$ cat src/rtl/fpu_ss_lsu.sv
// FPU subsystem load/store unit: one outstanding FLW/FSW/FLH/FSH at a time.
// Optional half-precision memory access is enabled with macro FPU_SS_LSU_ZFH_EN.
package fpu_ss_pkg;
  typedef enum logic {
    Word     = 1'b0,
    HalfWord = 1'b1
  } ls_size_e;
endpackage

module fpu_ss_lsu #(
  parameter int unsigned ID_WIDTH = 4
) (
  input  logic                  clk_i,
  input  logic                  rst_ni,
  input  logic                  req_valid_i,
  output logic                  req_ready_o,
  input  logic                  req_is_load_i,
  input  logic                  req_is_store_i,
  input  logic [3:0]            req_be_i,
  input  fpu_ss_pkg::ls_size_e  req_size_i,
  input  logic [31:0]           req_addr_i,
  input  logic [31:0]           req_wdata_i,
  input  logic [4:0]            req_rd_i,
  input  logic [ID_WIDTH-1:0]   req_id_i,
  output logic                  mem_valid_o,
  input  logic                  mem_ready_i,
  output logic [31:0]           mem_addr_o,
  output logic                  mem_we_o,
  output logic [3:0]            mem_be_o,
  output logic [31:0]           mem_wdata_o,
  output logic [ID_WIDTH-1:0]   mem_id_o,
  input  logic                  mem_result_valid_i,
  input  logic [31:0]           mem_result_rdata_i,
  input  logic                  mem_result_err_i,
  input  logic [ID_WIDTH-1:0]   mem_result_id_i,
  output logic                  wb_valid_o,
  input  logic                  wb_ready_i,
  output logic [4:0]            wb_rd_o,
  output logic [31:0]           wb_data_o,
  output logic [ID_WIDTH-1:0]   wb_id_o,
  output logic                  store_done_o,
  output logic                  err_o,
  output logic [ID_WIDTH-1:0]   err_id_o,
  output logic                  busy_o
);
  import fpu_ss_pkg::*;

`ifdef FPU_SS_LSU_ZFH_EN
  localparam bit ZfhEn = 1'b1;
`else
  localparam bit ZfhEn = 1'b0;
`endif

  typedef enum logic [1:0] {IDLE, REQ, WAIT, WB} state_e;

  state_e              state_reg;
  logic                load_reg;
  logic [3:0]          be_reg;
  ls_size_e            size_reg;
  logic [4:0]          rd_reg;
  logic [ID_WIDTH-1:0] id_reg;

  logic                mem_valid_reg, mem_we_reg;
  logic [31:0]         mem_addr_reg, mem_wdata_reg;
  logic [3:0]          mem_be_reg;
  logic [ID_WIDTH-1:0] mem_id_reg;
  logic                wb_valid_reg;
  logic [4:0]          wb_rd_reg;
  logic [31:0]         wb_data_reg;
  logic [ID_WIDTH-1:0] wb_id_reg;
  logic                store_done_reg, err_reg;
  logic [ID_WIDTH-1:0] err_id_reg;

  logic        hw_reject;
  logic        result_hit;
  logic [31:0] ld_data;

  // Without half-precision support a HalfWord request is rejected at accept.
  assign hw_reject  = !ZfhEn && (req_size_i == HalfWord);
  assign result_hit = mem_result_valid_i && (mem_result_id_i == id_reg);

  // Half-word loads select the lane named by the byte enable and NaN-box it.
  always_comb begin
    ld_data = mem_result_rdata_i;
    if (size_reg == HalfWord) begin
      if (be_reg[3:2] == 2'b11) ld_data = {16'hFFFF, mem_result_rdata_i[31:16]};
      else                      ld_data = {16'hFFFF, mem_result_rdata_i[15:0]};
    end
  end

  always_ff @(posedge clk_i or negedge rst_ni) begin
    if (!rst_ni) begin
      state_reg      <= IDLE;
      load_reg       <= 1'b0;
      be_reg         <= '0;
      size_reg       <= Word;
      rd_reg         <= '0;
      id_reg         <= '0;
      mem_valid_reg  <= 1'b0;
      mem_we_reg     <= 1'b0;
      mem_addr_reg   <= '0;
      mem_wdata_reg  <= '0;
      mem_be_reg     <= '0;
      mem_id_reg     <= '0;
      wb_valid_reg   <= 1'b0;
      wb_rd_reg      <= '0;
      wb_data_reg    <= '0;
      wb_id_reg      <= '0;
      store_done_reg <= 1'b0;
      err_reg        <= 1'b0;
      err_id_reg     <= '0;
    end else begin
      store_done_reg <= 1'b0;
      err_reg        <= 1'b0;
      case (state_reg)
        IDLE: begin
          if (req_valid_i && (req_is_load_i || req_is_store_i)) begin
            load_reg <= req_is_load_i;
            be_reg   <= req_be_i;
            size_reg <= req_size_i;
            rd_reg   <= req_rd_i;
            id_reg   <= req_id_i;
            if (hw_reject) begin
              err_reg    <= 1'b1;
              err_id_reg <= req_id_i;
            end else begin
              mem_valid_reg <= 1'b1;
              mem_addr_reg  <= req_addr_i;
              mem_we_reg    <= !req_is_load_i;
              mem_be_reg    <= req_be_i;
              mem_id_reg    <= req_id_i;
              mem_wdata_reg <= (req_size_i == HalfWord) ?
                               {req_wdata_i[15:0], req_wdata_i[15:0]} : req_wdata_i;
              state_reg     <= REQ;
            end
          end
        end
        REQ: begin
          if (mem_ready_i) begin
            mem_valid_reg <= 1'b0;
            state_reg     <= WAIT;
          end
        end
        WAIT: begin
          if (result_hit) begin
            if (mem_result_err_i) begin
              err_reg    <= 1'b1;
              err_id_reg <= id_reg;
              state_reg  <= IDLE;
            end else if (!load_reg) begin
              store_done_reg <= 1'b1;
              state_reg      <= IDLE;
            end else begin
              wb_valid_reg <= 1'b1;
              wb_rd_reg    <= rd_reg;
              wb_id_reg    <= id_reg;
              wb_data_reg  <= ld_data;
              state_reg    <= WB;
            end
          end
        end
        WB: begin
          if (wb_ready_i) begin
            wb_valid_reg <= 1'b0;
            state_reg    <= IDLE;
          end
        end
        default: state_reg <= IDLE;
      endcase
    end
  end

  assign req_ready_o  = (state_reg == IDLE);
  assign busy_o       = (state_reg != IDLE);
  assign mem_valid_o  = mem_valid_reg;
  assign mem_addr_o   = mem_addr_reg;
  assign mem_we_o     = mem_we_reg;
  assign mem_be_o     = mem_be_reg;
  assign mem_wdata_o  = mem_wdata_reg;
  assign mem_id_o     = mem_id_reg;
  assign wb_valid_o   = wb_valid_reg;
  assign wb_rd_o      = wb_rd_reg;
  assign wb_data_o    = wb_data_reg;
  assign wb_id_o      = wb_id_reg;
  assign store_done_o = store_done_reg;
  assign err_o        = err_reg;
  assign err_id_o     = err_id_reg;
endmodule

$ cat config.mk
export PLATFORM = sky130hd
export DESIGN_NAME = fpu_ss_lsu
export DESIGN_NICKNAME = d
export VERILOG_FILES = /design/src/rtl/fpu_ss_lsu.sv
export SDC_FILE = /design/constraint.sdc
export NUM_CORES = 1
export LEC_CHECK = 0
export ABC_AREA = 1
export CAP_MARGIN = 20
export CORE_ASPECT_RATIO = 2
export CORE_UTILIZATION = 43
export CTS_CLUSTER_DIAMETER = 200
export DETAILED_ROUTE_END_ITERATION = 7
export GPL_TIMING_DRIVEN = 0
export PLACE_DENSITY = 0.81
export SLEW_MARGIN = 0
export SYNTH_ARGS = -nofsm -noshare
export SYNTH_HDL_FRONTEND = slang
export SYNTH_SLANG_ARGS = --single-unit
$ cat constraint.sdc
create_clock -name clk_i -period 1.65 [get_ports clk_i]
set_clock_uncertainty 0.05 [all_clocks]
set_input_delay 0.495 -clock clk_i [delete_from_list [all_inputs] [get_ports clk_i]]
set_output_delay 0.495 -clock clk_i [all_outputs]
set_load 0.02 [all_outputs]
==> results of run 1 <==
power by group:
part | internal, mW | switching, mW | total, mW | leakage, nW
combinational | 2.66 | 4.15 | 6.81 | 2.86
sequential | 4.75 | 0.806 | 5.56 | 1.68
clock | 2.28 | 1.50 | 3.78 | 0.280
cells by family (layout without fill, tap and decap cells):
family | after synthesis | count (layout) | share of synthesized area [%]
flip-flops | 137 | 137 | 58.1
multiplexers | 16 | 16 | 2.71
AO/OA/AOI/OAI | 50 | 50 | 4.60
AND/OR/NAND/NOR | 388 | 388 | 26.9
buffers and inverters | 91 | 389 | 7.64
through the flow:
| stage | hold WS, ns | std cells | util [%] | area, um2 |
|---|---|---|---|---|
| floorplan | 0.149 | 682 | - | 5900 |
| global placement | 0.411 | 1083 | 63.7 | 8560 |
| detailed placement | 0.414 | 1084 | 63.9 | 8590 |
| CTS | 0.0186 | 1129 | 70.0 | 9400 |
| global route | 0.0323 | 1135 | 68.3 | 9170 |
| finish | -0.00373 | 1135 | 68.3 | 9170 |
worst paths after layout:
path                                from       endpoint  slack, ns  depth (start not counted)
max                         state_reg[1]    req_ready_o      -0.13                          3
min                               rst_ni  wb_data_o[30]     -0.004                          1
max reg2reg                 state_reg[0]     wb_id_o[0]       0.04                          9
min reg2reg                mem_addr_o[5]  mem_addr_o[5]       0.43                          2
max in group asynchronous         rst_ni   state_reg[0]       0.72                          2
min in group clk_i         mem_addr_o[5]  mem_addr_o[5]       0.43                          2
critical path, stage by stage (launching register included):
cell,delay [ns]
sky130_fd_sc_hd__dfrtp_2,0.44
sky130_fd_sc_hd__nor2_4,0.17
sky130_fd_sc_hd__buf_6,0.11
sky130_fd_sc_hd__buf_6,0.11
layer usage:
metal / GRT usage, % / vias up / share of wire [%]
met2: 50.7 / 226 / 57
met3: 7.20 / 52 / 6.4
met4: 12.0 / 0 / 3.6
met1: 24.0 / 2565 / 33
li1: - / 2675 / -
met5: 0 / - / 0
placed cells by master, fill, tap and decap left out, types with 2 or more instances in the layout:
| cell type | netlist | final |
|---|---|---|
| sky130_fd_sc_hd__inv_2 | 6 | 5 |
| sky130_fd_sc_hd__buf_6 | 8 | 14 |
| sky130_fd_sc_hd__dfrtp_2 | 0 | 2 |
| sky130_fd_sc_hd__clkbuf_2 | 0 | 63 |
| sky130_fd_sc_hd__buf_16 | 0 | 2 |
| sky130_fd_sc_hd__nand2_2 | 11 | 17 |
| sky130_fd_sc_hd__clkdlybuf4s15_2 | 0 | 39 |
| sky130_fd_sc_hd__o21ai_1 | 16 | 16 |
| sky130_fd_sc_hd__dfrtp_1 | 137 | 135 |
| sky130_fd_sc_hd__mux2i_1 | 16 | 16 |
| sky130_fd_sc_hd__buf_4 | 8 | 25 |
| sky130_fd_sc_hd__dlygate4sd2_1 | 0 | 4 |
| sky130_fd_sc_hd__inv_6 | 0 | 2 |
| sky130_fd_sc_hd__nand3_2 | 2 | 3 |
| sky130_fd_sc_hd__clkbuf_16 | 0 | 17 |
| sky130_fd_sc_hd__nor2_4 | 3 | 5 |
| sky130_fd_sc_hd__clkinv_4 | 0 | 4 |
| sky130_fd_sc_hd__clkinv_2 | 0 | 2 |
| sky130_fd_sc_hd__clkdlybuf4s50_1 | 0 | 117 |
| sky130_fd_sc_hd__clkbuf_4 | 0 | 2 |
| sky130_fd_sc_hd__clkdlybuf4s15_1 | 0 | 18 |
| sky130_fd_sc_hd__o21ai_0 | 27 | 25 |
| sky130_fd_sc_hd__nor2_1 | 22 | 20 |
| sky130_fd_sc_hd__clkbuf_1 | 7 | 2 |
| sky130_fd_sc_hd__inv_1 | 54 | 52 |
| sky130_fd_sc_hd__nand2_1 | 315 | 307 |
| sky130_fd_sc_hd__nand2_4 | 0 | 2 |
| sky130_fd_sc_hd__clkinvlp_4 | 0 | 3 |
| sky130_fd_sc_hd__bufinv_16 | 0 | 2 |
| sky130_fd_sc_hd__nand4_1 | 17 | 17 |
| sky130_fd_sc_hd__buf_2 | 6 | 9 |
| sky130_fd_sc_hd__nand3_1 | 14 | 12 |
| sky130_fd_sc_hd__clkbuf_8 | 0 | 2 |
| sky130_fd_sc_hd__inv_4 | 0 | 3 |
| sky130_fd_sc_hd__o21ai_2 | 5 | 7 |
what timing repair did:
item | CTS | global route
gates cloned | 1 | 0
gates resized for setup | 324 | 93
pin swaps | 6 | 9
endpoints found under the hold margin | 0 | 0
setup endpoints to repair | 247 | 159
setup buffers | 12 | 9
final cells by class:
class	count	area share [%]
Sequential cell	137	37.4
Multi-Input combinational cell	454	22.8
Clock inverter	13	1.58
Clock buffer	19	4.83
Inverter	60	2.54
Timing Repair Buffer	267	26.1
Tap cell	155	2.11
Buffer	30	2.66
==> results by group, run 1 <==
Global route
  • Largest net degree at the start of global routing: 78
  • GRT Resource Usage Total: 26.0%
  • Via count of the first global-routing pass: 5831
  • Initial antenna violation count: 0
  • Wire length of the first global-routing pass: 28.3 mm
  • Total overflow reported by the global router: 0

Status
  • Violated checks: design-rule violations, negative hold slack, negative setup slack
  • Result of the run: finished, violations left

Clock tree
  • H-tree Lvls: 4
  • CTS tree: yes
  • Insertion delay to the later sink of the worst-skew pair: 0.41 ns
  • Root Buffer: sky130_fd_sc_hd__clkbuf_16
  • Max clock buf depth: 2
  • TritonCTS buffer count: 17
  • Number of clock sinks: 137
  • Hold buffer count at CTS: 0
  • Clock transition at the registers of the reported paths: 0.06 ns

Synthesis
  • #FFs+latches synth: 137
  • Post-synth EDFFs: 0
  • Area share of the leading cell type in the synthesized netlist: 58.1%
  • Dominant cell type by area after synthesis: sky130_fd_sc_hd__dfrtp_1
  • Warnings, synthesis: 0
  • Yosys cell types: 26
  • Top cells by instance count after synthesis: 315 x sky130_fd_sc_hd__nand2_1, 137 x sky130_fd_sc_hd__dfrtp_1, 54 x sky130_fd_sc_hd__inv_1
  • Flip-flop cell with the highest count after synthesis: sky130_fd_sc_hd__dfrtp_1
  • Post-synth design cell area: 0.00590 mm2
  • Mean post-synth cell area: 8.65 um2
  • Synthesized netlist cell count: 682
  • Syn_nets: 805
  • Post-synthesis async set-or-reset flop share: 100%
  • Area contributors post-synth: sky130_fd_sc_hd__dfrtp_1 58%, sky130_fd_sc_hd__nand2_1 20%, sky130_fd_sc_hd__inv_1 3.4%
  • Proportion of synthesized chip area in sequential cells: 58.1%
  • Most frequent cell after synthesis: sky130_fd_sc_hd__nand2_1

Critical path
  • Endpoint kind of the worst setup timing path: output port
  • Arrival time at the worst endpoint: 1.23 ns
  • Crit-path max FO: 3
  • Kind of critical path: reg -> out
  • Required time at the endpoint of the critical path: 1.10 ns
  • Setup crit start kind: flip-flop

Floorplanning
  • Cell row count: 60
  • Placeable core area: 0.0134 mm2
  • Top Ports: 247
  • Die ar.: 0.0142 mm2
  • Height of the chip: 168 um
  • Horizontal die dimension: 84.8 um
  • Starting density of the core: 43.9%

Timing
  • Hold violation total from the final report: 4
  • Final setup violation count: 2
  • Final clock period utilization by the worst path: 108%
  • Worst hold margin: -0.00373 ns
  • Worst-case headroom to the max-slew limit: 62.3%
  • Highest clock frequency the design can meet: 0.562 GHz
  • Worst Max-Slew Pin Slew: 0.565 ns
  • Number of pins with negative max-slew slack in the final report: 0
  • Minimum period implied by the final worst setup slack: 1.78 ns
  • Min setup slack post-route: -0.130 ns
  • Post-route setup TNS: -0.234 ns
  • RSZ-0062 raised after global routing: true

Layout
  • Number of fillers in the final layout: 1067
  • Layout overhead on the synthesized area: 55.5%
  • Layout Nets: 1090
  • Register area: 0.00343 mm2
  • Number of antenna repair diodes: 0
  • Multi-input logic area: 0.00209 mm2
  • Fraction of final layout cells sized beyond drive strength 1: 23.9%

Power
  • Peak supply drop: 0.00115 V
  • Pwr per Cell Area: 1760 mW/mm2
  • Pleak: 4.82 nW
  • Overall Power: 16.1 mW

Placed design
  • Detailed placer's ending HPWL: 13.0 mm
  • Port buffer count: 246
  • Pre-CTS setup slack: -0.848 ns
  • Weighted congestion reported at the end of routability-driven placement: 0.841

Routing
  • Number of vias per cell after detailed routing: 4.86
  • Final antenna-violating net count: 0
  • Total Routed Length: 17.9 mm
  • DRC errors left: 14
  • Count of TritonRoute iterations in the first routing pass: 6
  • Routed length per instance: 15.8 um
  • Total number of vias: 5518
  • Starting DRT DRC Count: 338

Flow run
  • Max_cap viols: 0

Min path
  • Worst min path class: in -> async
No activity file was read; power rests on OpenSTA's default activity.
==> inputs of run 2 (changes only) <==
--- a/config.mk
+++ b/config.mk
@@ -6,8 +6,8 @@
 export NUM_CORES = 1
 export LEC_CHECK = 0
 export ABC_AREA = 1
-export CAP_MARGIN = 20
 export CORE_ASPECT_RATIO = 2
+export CORE_MARGIN = 4
 export CORE_UTILIZATION = 43
 export CTS_CLUSTER_DIAMETER = 200
 export DETAILED_ROUTE_END_ITERATION = 7
==> run 2 against run 1 <==
The run ends with negative setup slack left. Sequential power is 1% higher. Utilization is 1.6 points higher. Setup slack better by 0.0081 ns. Largest cell class unchanged. Largest power group unchanged.
==> results by group, run 2 (synthesized netlist as in run 1, its figures left out) <==
Clock tree
  • Insertion delay to the later sink of the worst-skew pair: 0.41 ns
  • Clock transition at the registers of the reported paths: 0.06 ns
  • Root Buffer: sky130_fd_sc_hd__clkbuf_16
  • Hold buffer count at CTS: 0
  • Max clock buf depth: 2
  • H-tree Lvls: 4
  • CTS tree: yes
  • TritonCTS buffer count: 17
  • Number of clock sinks: 137

Global route
  • GRT Resource Usage Total: 23.2%
  • Wire length of the first global-routing pass: 28.9 mm
  • Via count of the first global-routing pass: 5881
  • Total overflow reported by the global router: 0
  • Largest net degree at the start of global routing: 75
  • Initial antenna violation count: 0

Layout
  • Most frequent standard cell in the layout excluding fill and tap cells: sky130_fd_sc_hd__nand2_1
  • Number of antenna repair diodes: 0
  • Number of fillers in the final layout: 1016
  • Multi-input logic area: 0.00220 mm2
  • Layout Nets: 1091
  • Most frequent cells in the layout: 270 x sky130_fd_sc_hd__nand2_1, 135 x sky130_fd_sc_hd__dfrtp_1, 117 x sky130_fd_sc_hd__clkdlybuf4s50_1, 71 x sky130_fd_sc_hd__clkbuf_2, 53 x sky130_fd_sc_hd__inv_1
  • Fraction of final layout cells sized beyond drive strength 1: 28.7%
  • Share of the core filled with cells: 69.8%
  • Layout overhead on the synthesized area: 59.1%
  • Register area: 0.00343 mm2
  • Number of cells in the finished layout apart from fillers: 1134

Power
  • Overall Power: 16.4 mW
  • Peak supply drop: 0.00117 V
  • Internal power component: 9.88 mW
  • Psw: 6.52 mW
  • Relative contribution of sequential cells to total power: 34.4%
  • Power share of the clock group: 23.4%
  • Pleak: 4.92 nW
  • Pwr per Cell Area: 1750 mW/mm2
  • Share of total power in combinational logic: 42.1%
  • Sw frac: 39.8%

Floorplanning
  • Top Ports: 247
  • Horizontal die dimension: 90.8 um
  • Cell row count: 60
  • Height of the chip: 174 um
  • Die ar.: 0.0158 mm2
  • Starting density of the core: 43.9%
  • Placeable core area: 0.0134 mm2

Timing
  • Min setup slack post-route: -0.121 ns
  • Final setup violation count: 46
  • Highest clock frequency the design can meet: 0.565 GHz
  • RSZ-0062 raised after global routing: true
  • Number of pins with negative max-slew slack in the final report: 0
  • Minimum period implied by the final worst setup slack: 1.77 ns
  • Hold violation total from the final report: 0
  • Final clock period utilization by the worst path: 107%
  • Worst-case headroom to the max-slew limit: 59.7%
  • Worst hold margin: 0.00501 ns
  • Worst Max-Slew Pin Slew: 0.605 ns

Critical path
  • Kind of critical path: reg -> out
  • R2r startpoint: state_reg[0]
  • Required time at the endpoint of the critical path: 1.10 ns
  • Endpoint kind of the worst setup timing path: output port
  • Crit-path max FO: 5
  • Crit. Startpoint: state_reg[0]
  • Setup crit start kind: flip-flop
  • Arrival time at the worst endpoint: 1.23 ns

Flow run
  • Max_cap viols: 0

Placed design
  • Detailed placer's ending HPWL: 13.5 mm
  • Weighted congestion reported at the end of routability-driven placement: 0.834
  • Pre-CTS setup slack: -0.938 ns
  • Placed Cells: 1084
  • Port buffer count: 246

Routing
  • Routed length per instance: 16.4 um
  • Total number of vias: 5498
  • Starting DRT DRC Count: 197
  • Total Routed Length: 18.6 mm
  • Count of TritonRoute iterations in the first routing pass: 6
  • Final antenna-violating net count: 0
  • DRC errors left: 0
  • Number of vias per cell after detailed routing: 4.85

Status
  • Result of the run: finished, violations left
  • Violated checks: negative setup slack

Min path
  • Worst min path class: in -> async
[run 2: routing by layer]
layer / track usage (%) / routed length [um]
met5: 0 / 0
met4: 11.8 / 802
met3: 7.47 / 1360
met2: 43.8 / 10400
met1: 21.8 / 6040
[run 2: path summary, 6_finish.rpt]
kind / endpoint / slack (ns) / cells past startpoint
setup reg to reg: mem_id_o[0] / -0.04 / 9
hold reg to reg: wb_valid_o / 0.42 / 2
max in group asynchronous: state_reg[0] / 0.75 / 2
min in group clk_i: wb_valid_o / 0.42 / 2
setup / recovery: busy_o / -0.12 / 3
hold / removal: wb_data_o[28] / 0.005 / 1
[run 2: per-stage QoR]
step           TNS (ns)  area (um2)
2_1_floorplan         0        5900
3_3_place_gp    -839.09        8560
3_5_place_dp     -89.41        8590
4_1_cts          -0.210        9390
5_1_grt           -4.57        9380
6_report         -0.991        9380
[run 2: worst max-delay path, stage by stage (launching register included)]
cell and delay (ns):
sky130_fd_sc_hd__dfrtp_2 0.44, sky130_fd_sc_hd__nor2_4 0.17, sky130_fd_sc_hd__inv_4 0.07, sky130_fd_sc_hd__buf_6 0.13
[run 2: repair_timing]
| action | CTS | global route |
|---|---|---|
| pin swaps | 2 | 36 |
| gates resized for setup | 326 | 161 |
| endpoints found under the setup margin | 250 | 136 |
| buffers inserted | 9 | 4 |
| gates cloned | 1 | 6 |
[run 2: power groups by stage]
| stage | registers, mW | clock network (mW) | logic, mW |
|---|---|---|---|
| 2_1_floorplan | 7.00 | 0 | 2.15 |
| 3_3_place_gp | 5.53 | 0 | 7.18 |
| 3_5_place_dp | 5.57 | 0 | 7.28 |
| 4_1_cts | 5.55 | 3.90 | 6.90 |
| 5_1_grt | 5.84 | 4.04 | 7.47 |
| 6_report | 5.64 | 3.84 | 6.91 |
[run 2: final cells by class]
class	count	share of cell area, %
Buffer	31	3.31
Clock buffer	21	5.12
Clock inverter	9	1.23
Inverter	60	2.48
Multi-Input combinational cell	454	23.4
Sequential cell	137	36.6
Tap cell	155	2.07
Timing Repair Buffer	267	25.8
==> inputs of run 3 (changes only) <==
--- a/config.mk
+++ b/config.mk
@@ -12,7 +12,8 @@
 export CTS_CLUSTER_DIAMETER = 200
 export DETAILED_ROUTE_END_ITERATION = 7
 export GPL_TIMING_DRIVEN = 0
-export PLACE_DENSITY = 0.81
+export PLACE_DENSITY = 0.8
+export SETUP_SLACK_MARGIN = 0.5
 export SLEW_MARGIN = 0
 export SYNTH_ARGS = -nofsm -noshare
 export SYNTH_HDL_FRONTEND = slang
==> constraint.sdc (replaced) <==
create_clock -name clk_i -period 1.65 [get_ports clk_i]
set_clock_uncertainty 0.05 [all_clocks]
set_input_delay 0.495 -clock clk_i [delete_from_list [all_inputs] [get_ports clk_i]]
set_output_delay 0.495 -clock clk_i [all_outputs]
set_load 0.05 [all_outputs]
==> run 3 against run 2 <==
Fmax fell by 3.7%. Setup slack got worse by 0.068 ns. Critical endpoint is now mem_wdata_o[28]. Die area did not move. Highest routed layer unchanged. Clock power rose by 3%. Register-to-register slack got worse by 0.15 ns. The flow finishes with violations (negative hold slack, negative setup slack).
==> results by group, run 3 (synthesized netlist as in run 1, its figures left out) <==
Status
  • Result of the run: finished, violations left
  • Violated checks: negative hold slack, negative setup slack

Power
  • Internal power component: 12.4 mW
  • Pleak: 5.85 nW
  • Power share of the clock group: 17.0%
  • Sw frac: 46.8%
  • Relative contribution of sequential cells to total power: 25.4%
  • Overall Power: 23.3 mW
  • Pwr per Cell Area: 2050 mW/mm2
  • Psw: 10.9 mW
  • Peak supply drop: 0.00143 V
  • Share of total power in combinational logic: 57.6%

Floorplanning
  • Horizontal die dimension: 90.8 um
  • Top Ports: 247
  • Starting density of the core: 43.9%
  • Die ar.: 0.0158 mm2
  • Placeable core area: 0.0134 mm2
  • Cell row count: 60
  • Height of the chip: 174 um

Placed design
  • Detailed placer's ending HPWL: 13.8 mm
  • Pre-CTS setup slack: -0.727 ns
  • Weighted congestion reported at the end of routability-driven placement: 0.833
  • Cell area after placement: 0.00868 mm2
  • Port buffer count: 246
  • Placed Cells: 1084

Min path
  • Worst min path class: in -> async

Global route
  • Largest net degree at the start of global routing: 97
  • Initial antenna violation count: 0
  • GRT Resource Usage Total: 29.1%
  • Via count of the first global-routing pass: 6790
  • Wire length of the first global-routing pass: 35.7 mm
  • Total overflow reported by the global router: 0

Routing
  • Total number of vias: 6560
  • Starting DRT DRC Count: 431
  • Number of vias per cell after detailed routing: 5.29
  • DRC errors left: 0
  • Total Routed Length: 25.6 mm
  • Count of TritonRoute iterations in the first routing pass: 5
  • Routed length per instance: 20.6 um
  • Final antenna-violating net count: 0

Critical path
  • Required time at the endpoint of the critical path: 1.96 ns
  • R2r startpoint: state_reg[0]
  • Worst path cell trace: nor2_4, inv_6, buf_12, nor2_4, nand2_4, buf_12, clkinv_8, bufbuf_16, nand2_1, nand2_1
  • Largest delay contributor family on the critical path: buffers and inverters
  • Reg-to-reg setup timing slack: -0.19 ns
  • Setup crit start kind: flip-flop
  • Endpoint of the most critical register-to-register path: mem_wdata_o[28]
  • Cell with the largest stage delay on the worst path: sky130_fd_sc_hd__dfrtp_2
  • Endpoint kind of the worst setup timing path: flip-flop
  • Slowest cell delay on critical path: 0.44 ns
  • Buffer and inverter count on the worst path: 5
  • Crit-path max FO: 5
  • Count of cells along the worst register-to-register path: 10
  • Kind of critical path: reg -> reg
  • Arrival time at the worst endpoint: 2.14 ns

Layout
  • Most frequent standard cell in the layout excluding fill and tap cells: sky130_fd_sc_hd__nand2_1
  • Layout Cell Area excl Fill: 0.0114 mm2
  • Layout Nets: 1195
  • Number of antenna repair diodes: 0
  • Number of cells in the finished layout apart from fillers: 1240
  • Fraction of final layout cells sized beyond drive strength 1: 41.4%
  • Most frequent cells in the layout: 239 x sky130_fd_sc_hd__nand2_1, 136 x sky130_fd_sc_hd__buf_6, 135 x sky130_fd_sc_hd__dfrtp_1, 114 x sky130_fd_sc_hd__clkdlybuf4s50_1, 90 x sky130_fd_sc_hd__buf_4
  • Layout overhead on the synthesized area: 92.9%
  • Share of the core filled with cells: 84.7%

Timing
  • Highest clock frequency the design can meet: 0.544 GHz
  • Worst hold margin: -0.0559 ns
  • Final setup violation count: 122
  • Min setup slack post-route: -0.190 ns
  • Number of pins with negative max-slew slack in the final report: 0
  • Worst-case headroom to the max-slew limit: 64.4%
  • Minimum period implied by the final worst setup slack: 1.84 ns
  • Hold violation total from the final report: 41
  • Worst Max-Slew Pin Slew: 0.535 ns
  • Final clock period utilization by the worst path: 111%
  • RSZ-0062 raised after global routing: true
  • Post-route setup TNS: -12.59 ns

Clock tree
  • Max clock buf depth: 2
  • TritonCTS buffer count: 17
  • H-tree Lvls: 4
  • CTS tree: yes
  • Insertion delay to the later sink of the worst-skew pair: 0.41 ns
  • Root Buffer: sky130_fd_sc_hd__clkbuf_16
  • Clock transition at the registers of the reported paths: 0.07 ns
  • Number of clock sinks: 137

Flow run
  • Max_cap viols: 0
[run 3: cell types whose count changed in the layout (fill, tap and decap cells not counted), moves of 11 or more]
cell | previous run | this run
sky130_fd_sc_hd__buf_6 | 8 | 136
sky130_fd_sc_hd__buf_4 | 16 | 90
sky130_fd_sc_hd__clkbuf_2 | 71 | 0
sky130_fd_sc_hd__clkdlybuf4s15_2 | 37 | 0
sky130_fd_sc_hd__nand2_1 | 270 | 239
sky130_fd_sc_hd__nand2_2 | 48 | 74
sky130_fd_sc_hd__buf_2 | 17 | 1
sky130_fd_sc_hd__buf_16 | 1 | 13
sky130_fd_sc_hd__inv_1 | 53 | 41
sky130_fd_sc_hd__buf_12 | 2 | 13
[run 3: area by class of cell]
type / instances / area, um2
plain buffers: 31 / 428
clock buffers: 20 / 457
clock inverters: 12 / 139
fillers: 634 / 2060
inverters: 60 / 279
multi-input cells: 454 / 2410
flip-flops and latches: 137 / 3430
well taps: 155 / 194
repair buffers: 370 / 4030
repair inverters: 1 / 16.3
[run 3: worst max-delay path by stage]
stage	start	end	slack [ns]	depth (start not counted)
4_1_cts	state_reg[1]	busy_o	-0.14	3
2_1_floorplan	state_reg[0]	mem_addr_o[0]	-0.05	8
6_report	state_reg[0]	mem_wdata_o[28]	-0.19	10
3_5_place_dp	mem_result_id_i[2]	wb_data_o[14]	-0.73	10
5_1_grt	state_reg[0]	mem_addr_o[3]	-0.23	10
3_3_place_gp	rst_ni	wb_data_o[30]	-5.62	1
[run 3: power by group through the flow]
stage | Combinational (mW) | Clock (mW) | Sequential [mW]
after floorplan | 2.29 | 0 | 9.77
after global placement | 10.1 | 0 | 5.54
after detailed placement | 10.2 | 0 | 5.57
after CTS | 11.9 | 3.93 | 5.81
after global routing | 14.0 | 4.13 | 6.02
final | 13.4 | 3.95 | 5.90
[run 3: timing repair]
item                        CTS  global route
gates cloned                 14             3
gates resized for setup    1016            60
buffers inserted             53            54
setup endpoints to repair   261           261
pin swaps                    44            18
hold endpoints to repair     41            41
[run 3: metal layers]
metal / up-vias / global-route usage [%] / wire [um]
met2: 406 / 56.7 / 14300
met4: 0 / 14.4 / 1660
met1: 3144 / 27.3 / 7750
met5: - / 0 / 0
li1: 2891 / - / -
met3: 119 / 7.34 / 1840
